$ cat src/rtl/parity_checker_rx.sv
// Serial frame receiver: deframes start/data/parity/stop, rebuilds the data word,
// checks parity and stop bit, and keeps a saturating count of bad frames.
module parity_checker_rx #(
    parameter int DATA_WIDTH = 4,
    parameter bit PARITY_ODD = 1'b0,
    parameter int CNT_WIDTH  = 8
) (
    input  logic                  clk,
    input  logic                  rst,
    input  logic                  bit_en,
    input  logic                  serial_in,
    input  logic                  err_clr,
    output logic [DATA_WIDTH-1:0] data_out,
    output logic                  data_valid,
    output logic                  parity_err,
    output logic                  frame_err,
    output logic                  busy,
    output logic [CNT_WIDTH-1:0]  err_count
);

    typedef enum logic [1:0] {IDLE, DATA, PARITY, STOP} state_t;

    localparam int BW = (DATA_WIDTH > 1) ? $clog2(DATA_WIDTH) : 1;
    localparam logic [BW-1:0]        LAST    = BW'(DATA_WIDTH - 1);
    localparam logic [CNT_WIDTH-1:0] CNT_MAX = '1;

    state_t                  state;
    logic [DATA_WIDTH-1:0]   shreg;
    logic [DATA_WIDTH-1:0]   shift_next;
    logic [BW-1:0]           cnt;
    logic                    run_par;
    logic                    mismatch;
    logic                    frame_bad;

    // LSB-first line: each new bit enters at the MSB and the word shifts right.
    always_comb begin
        shift_next = shreg >> 1;
        shift_next[DATA_WIDTH-1] = serial_in;
    end

    // Error status of the frame completing this cycle, as the flags will show it.
    always_comb begin
        frame_bad = mismatch | ~serial_in;
    end

    always_ff @(posedge clk or posedge rst) begin
        if (rst) begin
            state      <= IDLE;
            shreg      <= '0;
            cnt        <= '0;
            run_par    <= 1'b0;
            mismatch   <= 1'b0;
            data_out   <= '0;
            data_valid <= 1'b0;
            parity_err <= 1'b0;
            frame_err  <= 1'b0;
            busy       <= 1'b0;
            err_count  <= '0;
        end else begin
            data_valid <= 1'b0;

            // Clear beats a simultaneous increment.
            if (err_clr) begin
                err_count <= '0;
            end else if (bit_en && state == STOP && frame_bad && err_count != CNT_MAX) begin
                err_count <= err_count + 1'b1;
            end

            if (bit_en) begin
                case (state)
                    IDLE: begin
                        if (!serial_in) begin
                            state   <= DATA;
                            busy    <= 1'b1;
                            cnt     <= '0;
                            run_par <= 1'b0;
                        end
                    end
                    DATA: begin
                        shreg   <= shift_next;
                        run_par <= run_par ^ serial_in;
                        cnt     <= cnt + 1'b1;
                        if (cnt == LAST) begin
                            state <= PARITY;
                        end
                    end
                    PARITY: begin
                        mismatch <= serial_in ^ run_par ^ PARITY_ODD;
                        state    <= STOP;
                    end
                    STOP: begin
                        data_out   <= shreg;
                        parity_err <= mismatch;
                        frame_err  <= ~serial_in;
                        data_valid <= 1'b1;
                        state      <= IDLE;
                        busy       <= 1'b0;
                    end
                    default: begin
                        state <= IDLE;
                        busy  <= 1'b0;
                    end
                endcase
            end
        end
    end

endmodule

$ cat config.mk
export PLATFORM = sky130hd
export DESIGN_NAME = parity_checker_rx
export DESIGN_NICKNAME = d
export VERILOG_FILES = /design/src/rtl/parity_checker_rx.sv
export SDC_FILE = /design/constraint.sdc
export NUM_CORES = 1
export LEC_CHECK = 0
export BUFFER_PORTS_ARGS = -buffer_cell sky130_fd_sc_hd__buf_2
export CAP_MARGIN = 20
export CORE_MARGIN = 8
export CORE_UTILIZATION = 41
export CTS_CLUSTER_DIAMETER = 200
export DETAILED_ROUTE_END_ITERATION = 8
export PLACE_DENSITY_LB_ADDON = 0.05
export RECOVER_POWER = 100
export SLEW_MARGIN = 40
export SYNTH_ARGS = -nofsm -noshare
export SYNTH_HDL_FRONTEND = slang
export SYNTH_SLANG_ARGS = --single-unit
$ cat constraint.sdc
create_clock -name clk -period 3.45 [get_ports clk]
set_clock_uncertainty 0.05 [all_clocks]
set_input_delay 0 -clock clk [delete_from_list [all_inputs] [get_ports clk]]
set_output_delay 0 -clock clk [all_outputs]
set_load 0.02 [all_outputs]
==> metrics <==
outcome=finished clean; IO Pins=21; post-synth cell types=28; combinational share of power=0.369; Critical Path Source Type=flop; Synth area leaders=dfrtp_1 (53%), mux2_2 (8.3%), ha_1 (7.2%); nets@finish=147; wire length per cell=between 10 and 15 um; post-synthesis register bit count=26; Seq/Total Area, Yosys=0.533; DRC violations left=0; reg2reg start=state[1]; met1 Track Usage GR=0.127; CTS tree=built; Final Core Density=0.469; crit path cell chain=ha_1, nand2_1, clkinvlp_2, o221ai_1, or3_2, a21oi_1; share of layout cells above drive strength 1=0.142; switching part of the total=0.378; Clock power frac=0.159; initial core utilization=0.414; synthesized area=1220 um2; first-pass GRT wire length=between 4000 and 5000 um; met2 GRT Util=0.166; Die ar.=between 4000 and 5000 um2; detailed placement HPWL=1720 um; EDFF count, synth=0; synthesis-to-layout area growth=13.5%; FF-to-FF End=err_count[4]; Max transition margin=0.307; post-synth top area cell=dfrtp_1; Flop pwr share=0.473; DR pass1 iterations=4; average size of a mapped cell=around 11 um2; H-tree Lvls=1; post-route antenna net violation count=0; met3 Usage GRT=0.0268; share of the synthesized area in the top cell type=0.533; Clock transition at path regs=0.15 ns; syn nets=120; yosys warns=0; Tot Pwr=0.000996 W; Cell Count, Final, Fillers Out=167; internal reg-to-reg setup slack=1.06 ns; synthesized instance count=108; Die X=~71 um; Hold WC Path Type=in2async; crit path DAT=about 2.6 ns; unrepaired setup endpoints after global routing=false; Achievable Freq=418 MHz; GPL Wtd Cong=~0.81; Final Max Slew Viols=0; Final Hold Vio Count=0; CORE AREA=between 2000 and 3000 um2; Pint=between 0.0006 and 0.0007 W; Crit Path Category=reg2reg; clk buf depth=2; Fin Hold WS=0.390 ns; CTS sink count=26; Pwr Density=718 nW/um2; maximum vdd drop=389 uV; setup violators final=0; Critical Path Max Stage Delay=0.62 ns; DR iter-0 viols=63; Sw Pwr=0.000376 W; largest net degree at the start of global routing=27; final setup TNS=0 ns; num rows=20; endpoint class of the critical path=flop; critical path peak fanout=14; busiest layer in global routing=met2; initial antenna violation count=0; Data required, critical path=~3.7 ns; IO buf count=20; grt ovf=0; via count=roughly 900; vias in the first global route=902; R2R cell count=6; Post-Route WL=2470 um; Via-to-Cell Ratio=approximately 5.4; ANT cells=0; main flop type after synthesis=dfrtp_1; fillers=286; Final Cycle Share=0.693; Critical-path top delay cell=or3_2; total CTS buffers=3; MaxCap Viol Count=0; Skew-Pair Late Insertion Delay=approximately 0.32 ns; Global Route Usage Sum=0.104; Async S/R FF share, synth=1.00; Die Ht=~70 um; Root Driver=clkbuf_4; Pleak=0.611 nW; cell count after placement=159; Post-CTS Setup Bufs=0; clock period minus worst slack=2.39 ns; worst slew pin tran=1.04 ns
## repair_timing
| item | CTS | global route |
|---|---|---|
| endpoints found under the hold margin | 36 | 0 |
| endpoints found under the setup margin | 0 | 0 |
| hold buffers | 4 | 0 |
| gates resized for setup | 0 | 0 |
## synthesized netlist by cell type, drive strengths merged (3+ instances only)
library cell	count
dfrtp	26
mux2	9
o21ai	9
nand2	10
or4	3
a21oi	9
or3	3
ha	7
nor2	3
inv	7
o31ai	3
nand3	4
## placed cells by master (no fill, tap or decap)
cell type      instances
a31oi_1                2
ha_1                   7
nand4_1                1
xor2_1                 1
nand3_1                4
clkbuf_1              16
a21boi_0               1
or4_1                  3
inv_1                  7
o21ai_0                9
clkbuf_4               3
dlygate4sd3_1          4
nor3_1                 1
clkbuf_8               1
or3_2                  1
a32o_1                 1
o31ai_1                3
xnor2_1                1
mux2i_1                2
o22ai_1                1
dfrtp_1               26
nand2_1               10
a21oi_1                9
clkinvlp_2             1
mux2_2                 9
buf_2                  4
or3_1                  2
nor2_1                 3
o221ai_1               1
## cell type report
class	instances	area, um2	share of cell area
clock buffer	4	36.3	0.0262
inverter	8	31.3	0.0226
multi-input combinational	72	507	0.366
sequential	26	651	0.469
tap	33	41.3	0.0298
timing repair buffer	24	120	0.0866
## logic make-up (layout without fill, tap and decap cells)
group | after synthesis | in the layout | synth area share
AO/OA/AOI/OAI | 27 | 27 | 0.134
flip-flops | 26 | 26 | 0.533
AND/OR/NAND/NOR | 25 | 25 | 0.107
multiplexers | 11 | 11 | 0.0994
buffers and inverters | 10 | 36 | 0.0410
adder cells (fa/ha/maj) | 7 | 7 | 0.0717
XOR/XNOR | 2 | 2 | 0.0143
## sequential cells by signal, indices dropped and copies added (netlist names)
name	flops
frame_err	1
err_count	8
run_par	1
shreg	4
busy	1
parity_err	1
mismatch	1
cnt	2
state	2
data_out	4
data_valid	1
## critical path: cells and delay by family (launching register included)
kind,cells,cell delay [ns]
fa+ha+maj,1,0.21
flops,1,0.42
simple gates,2,0.84
compound gates,2,0.62
buf+inv,1,0.20
## worst max path at each step
stage	startpoint	to	slack, ns
final	state[1]	err_count[4]	1.06
after global routing	state[1]	err_count[5]	0.86
after CTS	state[1]	err_count[5]	1.55
after detailed placement	err_count[0]	err_count[5]	1.59
after global placement	state[1]	err_count[7]	1.63
after floorplan	err_count[0]	err_count[3]	1.77
## power by group through the flow
stage	registers, W	logic [W]	clock network (W)
finish	0.000471	0.000367	0.000158
global route	0.000486	0.000414	0.000168
CTS	0.000471	0.000395	0.000164
detailed placement	0.000478	0.000392	0
global placement	0.000473	0.000385	0
floorplan	0.000521	0.000240	0
## metrics by stage
step / cell area, um2 / setup slack (ns)
after CTS: 1420 / 1.55
after floorplan: 1220 / 1.77
after global placement: 1350 / 1.63
after global routing: 1390 / 0.856
after detailed placement: 1350 / 1.59
final: 1390 / 1.06
## metal layers
layer | vias to the layer above | part of all wire
li1 | 439 | -
met1 | 444 | 0.49
met2 | 11 | 0.46
met3 | 2 | 0.037
met4 | 0 | 0.0097
met5 | - | 0
No activity file was read; power rests on OpenSTA's default activity.
